===== config.mk =====
export PLATFORM = sky130hd
export DESIGN_NAME = systolic_axis_feeder
export DESIGN_NICKNAME = d
export VERILOG_FILES = /design/src/rtl/systolic_axis_feeder.sv
export SDC_FILE = /design/constraint.sdc
export NUM_CORES = 1
export LEC_CHECK = 0
export ABC_AREA = 1
export ABC_CLOCK_PERIOD_IN_PS = 5500
export CORE_MARGIN = 1.5
export CORE_UTILIZATION = 30
export DETAILED_ROUTE_END_ITERATION = 7
export GPL_TIMING_DRIVEN = 0
export SLEW_MARGIN = 40
export SYNTH_ARGS = -nofsm -noshare
export SYNTH_HDL_FRONTEND = slang
export SYNTH_SLANG_ARGS = --single-unit

===== constraint.sdc =====
create_clock -name axi_clk -period 5.5 [get_ports axi_clk]
set_clock_uncertainty 0.15 [all_clocks]
set_input_delay 1.375 -clock axi_clk [delete_from_list [all_inputs] [get_ports axi_clk]]
set_output_delay 1.375 -clock axi_clk [all_outputs]
set_load 0.01 [all_outputs]

===== src/rtl/systolic_axis_feeder.sv =====
// Beat FIFO plus skew pipeline that turns DMA beats (A column, B row) into the
// diagonally staggered operand wavefront an NxN systolic array expects.
module systolic_axis_feeder #(
    parameter int N          = 3,
    parameter int DATA_WIDTH = 8,
    parameter int DEPTH      = 16,
    parameter int K_WIDTH    = 8
) (
    input  logic                            axi_clk,
    input  logic                            axi_rst,
    input  logic                            s_axis_valid,
    input  logic [2*N*DATA_WIDTH-1:0]       s_axis_data,
    output logic                            s_axis_ready,
    input  logic                            start,
    input  logic [K_WIDTH-1:0]              cfg_k,
    output logic [N*DATA_WIDTH-1:0]         a_feed,
    output logic [N*DATA_WIDTH-1:0]         b_feed,
    output logic                            feed_en,
    output logic                            busy,
    output logic                            tile_done,
    output logic [$clog2(DEPTH+1)-1:0]      fifo_count
);

    localparam int DW = DATA_WIDTH;
    localparam int BW = 2 * N * DW;
    localparam int PW = $clog2(DEPTH);
    localparam int CW = $clog2(DEPTH + 1);
    localparam int FW = (N > 1) ? $clog2(N) : 1;

    typedef enum logic [1:0] {IDLE, STREAM, FLUSH, DONE} state_t;

    state_t               state_q, state_d;
    logic [K_WIDTH-1:0]   remCount_q, remCount_d;
    logic [FW-1:0]        flushCount_q, flushCount_d;

    logic [BW-1:0]        fifoMem [DEPTH];
    logic [PW-1:0]        wrPtr_q, rdPtr_q;
    logic [CW-1:0]        count_q;
    logic [BW-1:0]        headBeat;
    logic                 push, pop, advance;

    logic [DW-1:0]        aSkew_q [N][N];
    logic [DW-1:0]        bSkew_q [N][N];
    logic [DW-1:0]        newA [N];
    logic [DW-1:0]        newB [N];
    logic                 feedEn_q, tileDone_q;

    // Ready is gated by reset so the DMA never sees a slot while state is cleared.
    assign s_axis_ready = !axi_rst && (count_q != CW'(DEPTH));
    assign push         = s_axis_valid && s_axis_ready;
    assign pop          = (state_q == STREAM) && (count_q != '0);
    assign headBeat     = fifoMem[rdPtr_q];
    assign fifo_count   = count_q;

    always_ff @(posedge axi_clk) begin
        if (push) begin
            fifoMem[wrPtr_q] <= s_axis_data;
        end
    end

    // Pointers wrap naturally because DEPTH is a power of two.
    always_ff @(posedge axi_clk or posedge axi_rst) begin
        if (axi_rst) begin
            wrPtr_q <= '0;
            rdPtr_q <= '0;
            count_q <= '0;
        end else begin
            if (push) wrPtr_q <= wrPtr_q + 1'b1;
            if (pop)  rdPtr_q <= rdPtr_q + 1'b1;
            case ({push, pop})
                2'b10:   count_q <= count_q + 1'b1;
                2'b01:   count_q <= count_q - 1'b1;
                default: count_q <= count_q;
            endcase
        end
    end

    always_ff @(posedge axi_clk or posedge axi_rst) begin
        if (axi_rst) begin
            state_q      <= IDLE;
            remCount_q   <= '0;
            flushCount_q <= '0;
        end else begin
            state_q      <= state_d;
            remCount_q   <= remCount_d;
            flushCount_q <= flushCount_d;
        end
    end

    always_comb begin
        state_d      = state_q;
        remCount_d   = remCount_q;
        flushCount_d = flushCount_q;
        advance      = 1'b0;
        case (state_q)
            IDLE: begin
                if (start) begin
                    if (cfg_k != '0) begin
                        state_d    = STREAM;
                        remCount_d = cfg_k;
                    end else begin
                        state_d = DONE;
                    end
                end
            end
            STREAM: begin
                if (pop) begin
                    advance    = 1'b1;
                    remCount_d = remCount_q - 1'b1;
                    if (remCount_q == K_WIDTH'(1)) begin
                        if (N > 1) begin
                            state_d      = FLUSH;
                            flushCount_d = FW'(N - 1);
                        end else begin
                            state_d = DONE;
                        end
                    end
                end
            end
            FLUSH: begin
                advance      = 1'b1;
                flushCount_d = flushCount_q - 1'b1;
                if (flushCount_q == FW'(1)) begin
                    state_d = DONE;
                end
            end
            DONE:    state_d = IDLE;
            default: state_d = IDLE;
        endcase
    end

    // Only STREAM feeds real data; FLUSH shifts zeros to drain the diagonal tail.
    always_comb begin
        for (int i = 0; i < N; i++) begin
            newA[i] = '0;
            newB[i] = '0;
            if (state_q == STREAM) begin
                newA[i] = headBeat[i*DW +: DW];
                newB[i] = headBeat[(N+i)*DW +: DW];
            end
        end
    end

    always_ff @(posedge axi_clk or posedge axi_rst) begin
        if (axi_rst) begin
            for (int i = 0; i < N; i++) begin
                for (int j = 0; j < N; j++) begin
                    aSkew_q[i][j] <= '0;
                    bSkew_q[i][j] <= '0;
                end
            end
            feedEn_q   <= 1'b0;
            tileDone_q <= 1'b0;
        end else begin
            feedEn_q   <= advance;
            tileDone_q <= (state_q == DONE);
            if (advance) begin
                for (int i = 0; i < N; i++) begin
                    aSkew_q[i][0] <= newA[i];
                    bSkew_q[i][0] <= newB[i];
                    for (int j = 1; j < N; j++) begin
                        aSkew_q[i][j] <= aSkew_q[i][j-1];
                        bSkew_q[i][j] <= bSkew_q[i][j-1];
                    end
                end
            end
        end
    end

    // Lane i taps its chain at depth i, giving the i-step diagonal delay.
    for (genvar i = 0; i < N; i++) begin : g_lane
        assign a_feed[i*DW +: DW] = aSkew_q[i][i];
        assign b_feed[i*DW +: DW] = bSkew_q[i][i];
    end

    assign feed_en   = feedEn_q;
    assign tile_done = tileDone_q;
    assign busy      = (state_q != IDLE);

endmodule


Word level (Yosys, flattened, before mapping)
Memory sizes are Yosys's and may differ from the RTL's.
Index checks and enable logic that the tools add are counted.
{"block": "word_totals", "elab_cells": 76, "regBits": 123, "ramBits": 768, "memories": 1, "inputBits": 60}
{"block": "classes", "mux": 22, "n_eq_ne": 13, "addsub": 6, "reduce_logical": 14}
{"memory": "fifoMem", "words": 16, "width": 48, "rd": 1, "rd_clocked_by_memory_dff": 0, "write_ports": 1, "line": "36", "rtl": "logic [BW-1:0] fifoMem [DEPTH];"}
{"operator": "8-bit two-way mux", "n": 9}
{"operator": "8-bit case mux with 2 select lines", "n": 1}
{"operator": "2-bit two-way mux", "n": 5}
{"operator": "2-bit != test, second input constant", "n": 5}
{"operator": "5-bit case mux with 2 select lines", "n": 1}
{"operator": "4-bit by 1-bit adder with 4-bit output, second input constant", "n": 2}
{"operator": "8-bit by 1-bit equality test with 1-bit output, second input constant", "n": 1}
{"operator": "2-bit case mux with 4 select lines", "n": 1}
{"operator": "4-bit AND reduction", "n": 2}
{"operator": "2-bit nonzero test", "n": 4}
{"operator": "8-bit nonzero test", "n": 1}
{"operator": "8-bit by 1-bit subtractor with 8-bit output, second input constant", "n": 1}
{"operator": "2-bit by 1-bit equality test with 1-bit output, second input constant", "n": 3}
{"operator": "2-bit equality test, second input constant", "n": 3}
{"operator": "5-bit by 1-bit adder with 5-bit output, second input constant", "n": 1}
{"operator": "5-bit != test, second input constant", "n": 1}
{"operator": "5-bit nonzero test", "n": 1}
{"operator": "5-bit by 1-bit subtractor with 5-bit output, second input constant", "n": 1}
{"operator": "2-bit case mux with 2 select lines", "n": 1}
{"operator": "1-bit logical AND", "n": 3}
{"operator": "1-bit two-way mux", "n": 3}
{"operator": "3-bit AND reduction", "n": 1}
{"operator": "2-bit logical NOT", "n": 1}
{"operator": "1-bit case mux with 2 select lines", "n": 1}
{"operator": "2 further kinds", "n": 2}

Logic depth before layout (Yosys ltp)
{"block": "logic_depth", "ltp_word": 5, "ltp_mapped": 15, "depth_no_buf": 15}

Worst setup path before layout
OpenSTA, ideal clock, no wires.
{"block": "synth_timing", "path_kind": "input port to flip-flop", "from": "in axi_rst", "to": "mem fifoMem[11][0] (netlist name), enable pin", "required_ns": 4.896, "path_stages": 5, "arrival_ns": 6.770, "slack_ns": -1.874, "cell_sequence": "inv_1 > nand2_1 > nor2_2 > nand2_1 > nor2_1"}
{"block": "synth_between", "elab_chain_cells": 5}
{"item": "start, declared", "line": "10", "rtl": "input logic axi_rst,"}
{"item": "1-bit logical NOT (no line)"}
{"item": "1-bit logical AND", "line": "49", "rtl": "assign s_axis_ready = !axi_rst && (count_q != CW'(DEPTH));"}
{"item": "1-bit logical AND", "line": "50", "rtl": "assign push = s_axis_valid && s_axis_ready;"}
{"item": "1-bit two-way mux", "line": "56", "rtl": "if (push) begin"}
{"item": "1-bit two-way mux (implied by the code)", "line": "57", "rtl": "fifoMem[wrPtr_q] <= s_axis_data;"}
{"item": "end, declared", "line": "36"}
No other way between the ends.

Final worst setup path
{"block": "layout_timing", "from": "in axi_rst", "to": "out s_axis_ready"}
{"block": "layout_between", "elab_chain_cells": 2}
{"item": "1-bit logical NOT (no line)"}
{"item": "1-bit logical AND", "line": "49"}
{"item": "end, declared", "line": "13", "rtl": "output logic s_axis_ready,"}
No other way between the ends.

==> metrics.yaml <==
cp.arrival_ns: 2.93
drive_gt1_share_pct: 10.9
vias: 27600
final_cell_area_um2: 46500
yosysWarnings: 0
final_core_util_pct: 36.4
path_clk_slew_ns: 0.06
grt_util_met1_pct: 24.4
holdWs_ns: 0.304
via_per_inst: 4.74
hp-class: "flip-flop to flip-flop"
multi_input_area_um2: 8880
leakagePower_nw: 20.3
ant_nets: 0
antenna_found_initial: 14
synth_fa_ha_area_share_pct: 0.551
htreeDepth: 3
die_height_um: 362
grt_pass1_vias: 26500
clkPwrFrac_pct: 26.0
synthTopCellsByArea: "edfxtp_1 60%, nand2_1 13%, dfrtp_1 8.0%"
path_class: "input pin to output port"
cts_buffers: 93
cap_violations: 0
synth_edf_count: 768
fp-row-count: 131
synthXorXnorAreaFrac_pct: 0.250
hold_viol_final: 0
synth-seq-cells: 891
critPathLaunchType: "input pin"
synth_fp_nets: 3883
r2r_slack_ns: 2.49
drtIter0Drc: 3626
placed_area_um2: 43600
synth_common_cells: "1356 x nand2_1, 768 x edfxtp_1, 623 x inv_1"
hpwl_um: 83400
gr-total-overflow: 0
placedCellCount: 5658
busiest_layer: "met2"
syn_inst: 3806
n_fill_cell: 12300
drt-total-wl_um: 123000
wl_per_cell_um: 21.1
worst_ir_drop_vdd_v: 0.000322
fmax_mhz: 225
required_ns: 3.97
outcome: "complete, no violations"
path_max_fanout: 22
met3_usage_pct: 3.91
drc: 0
grt_usage_pct: 18.6
fin_nets: 4168
final_max_slew_viol_count: 0
cts_tree: "yes"
rsz0062_at_grt: "false"
grt_pass1_wl_um: 178000
n_antenna_cell: 0
dieArea_um2: 131000
synth_top_area_share_pct: 59.7
setup-violations-final: 0
switching_share_pct: 40.0
seq_power_share_pct: 35.3
crit_path_end_kind: "output port"
period_needed_ns: 4.45
clockRootBuffer: "clkbuf_16"
syn_to_final_growth_pct: 20.5
clk_path_buf_depth: 3
io_buffers: 116
synth_flop_cell: "edfxtp_1"
ios: 117
synth_compound_area_share_pct: 0.467
worstMarginPinSlew_ns: 0.916
synth_top_family_by_area: "simple AND/OR/NAND/NOR gates"
seq_area_um2: 26100
dr.pass1.iters: 7
ys_seq_area_share_pct: 67.7
max_slew_margin_pct: 39.0
combinationalPowerShare_pct: 38.7
die_width_um: 362
hold_buffers: 0
synth_top_cell_by_area: "edfxtp_1"
grt_start_max_net_pins: 26
place.gp.congestion: 0.832
p_sw_mw: 9.31
ys_async_sr_fraction_pct: 13.8
synth.area.mux_share_pct: 0
use_met2_pct: 30.3
p_int_mw: 14.0
cts_sinks: 891
timing.final.crit_share_pct: 80.9
yosys.cell_count.top_type: "nand2_1"
netlist_area_um2: 38600
core_um2: 128000
synth-simple-area-share_pct: 21.4
start_util_pct: 30.2
postCtsSetupRepairBufs: 0
synth.avg_cell_area_um2: 10.1
cts_resized: 0
fin_cells: 5830
yosysUniqueCellTypes: 29
clk_latency_ns: 0.69
power_density_nw_per_um2: 500
==> power groups by stage <==
stage | sequential (mW) | clock [mW] | combinational, mW
floorplan | 8.29 | 0 | 5.07
global placement | 8.38 | 0 | 8.52
detailed placement | 8.35 | 0 | 8.88
CTS | 8.21 | 6.11 | 8.93
global route | 8.27 | 6.38 | 9.71
finish | 8.21 | 6.05 | 9.02
==> cells in the final DEF, fill, tap and decap left out, types with 16 or more instances in the layout <==
cell type	netlist	routed
buf_2	115	121
dfrtp_1	123	123
clkinv_2	0	25
buf_4	75	76
edfxtp_1	768	768
ha_1	17	17
nand3_1	595	595
buf_16	0	43
nor2_4	1	17
clkbuf_16	0	94
clkinv_1	0	17
nor2_1	32	16
o21ai_0	23	23
inv_1	623	622
buf_8	0	26
nand2_1	1356	1356
clkbuf_1	22	33
clkdlybuf4s50_1	0	116
==> critical path: stages <==
cell,delay (ns)
clkdlybuf4s50_1,0.51
clkinvlp_4,0.19
buf_12,0.21
nand2_1,0.11
inv_1,0.05
clkdlybuf4s50_1,0.47
==> cells by family after synthesis <==
family,after synthesis
AO/OA/AOI/OAI,34
XOR/XNOR,11
adder cells (fa/ha/maj),17
buffers and inverters,858
flip-flops,891
AND/OR/NAND/NOR,1995
==> layout make-up <==
class                   instances  area share (%)
flip-flops and latches        891            56.2
clock buffers                 115            5.25
plain buffers                 229            2.91
inverters                     629            5.09
clock inverters                57           0.957
multi-input cells            2057            19.1
well taps                    1662            4.47
repair buffers                190            6.07
==> metal layers <==
metal | wire (um) | up-vias | share of wire, %
li1 | - | 12700 | -
met2 | 57000 | 1448 | 46
met4 | 4050 | 28 | 3.3
met1 | 48800 | 13200 | 40
met3 | 12900 | 259 | 10
met5 | 145 | - | 0.12
==> sequential cells by signal, summed over array words and instances, names as in the netlist <==
name	cells
tile_done	1
feed_en	1
remCount_q	8
state_q	2
fifoMem	768
aSkew_q	24
b_feed	24
flushCount_q	2
bSkew_q	24
a_feed	24
fifo_count	5
rdPtr_q	4
wrPtr_q	4
==> path summary, 6_finish.rpt <==
| kind | from | to | depth (start not counted) |
|---|---|---|---|
| max | axi_rst | s_axis_ready | 6 |
| min | aSkew_q[42] | a_feed[10] | 2 |
| max reg2reg | fifo_count[1] | fifoMem[15][3] | 9 |
| min reg2reg | aSkew_q[42] | a_feed[10] | 2 |
| max in group asynchronous | axi_rst | b_feed[18] | 5 |
| min in group asynchronous | axi_rst | remCount_q[2] | 2 |
==> metrics by stage <==
step,setup WS [ns],total power [mW],TNS [ns]
2_1_floorplan,-0.447,13.4,-213.88
3_3_place_gp,-5.01,16.9,-3171.00
3_5_place_dp,0.861,17.2,0
4_1_cts,1.02,23.3,0
5_1_grt,0.961,24.4,0
6_report,1.05,23.3,0
Power figures use the tool's default switching activity.
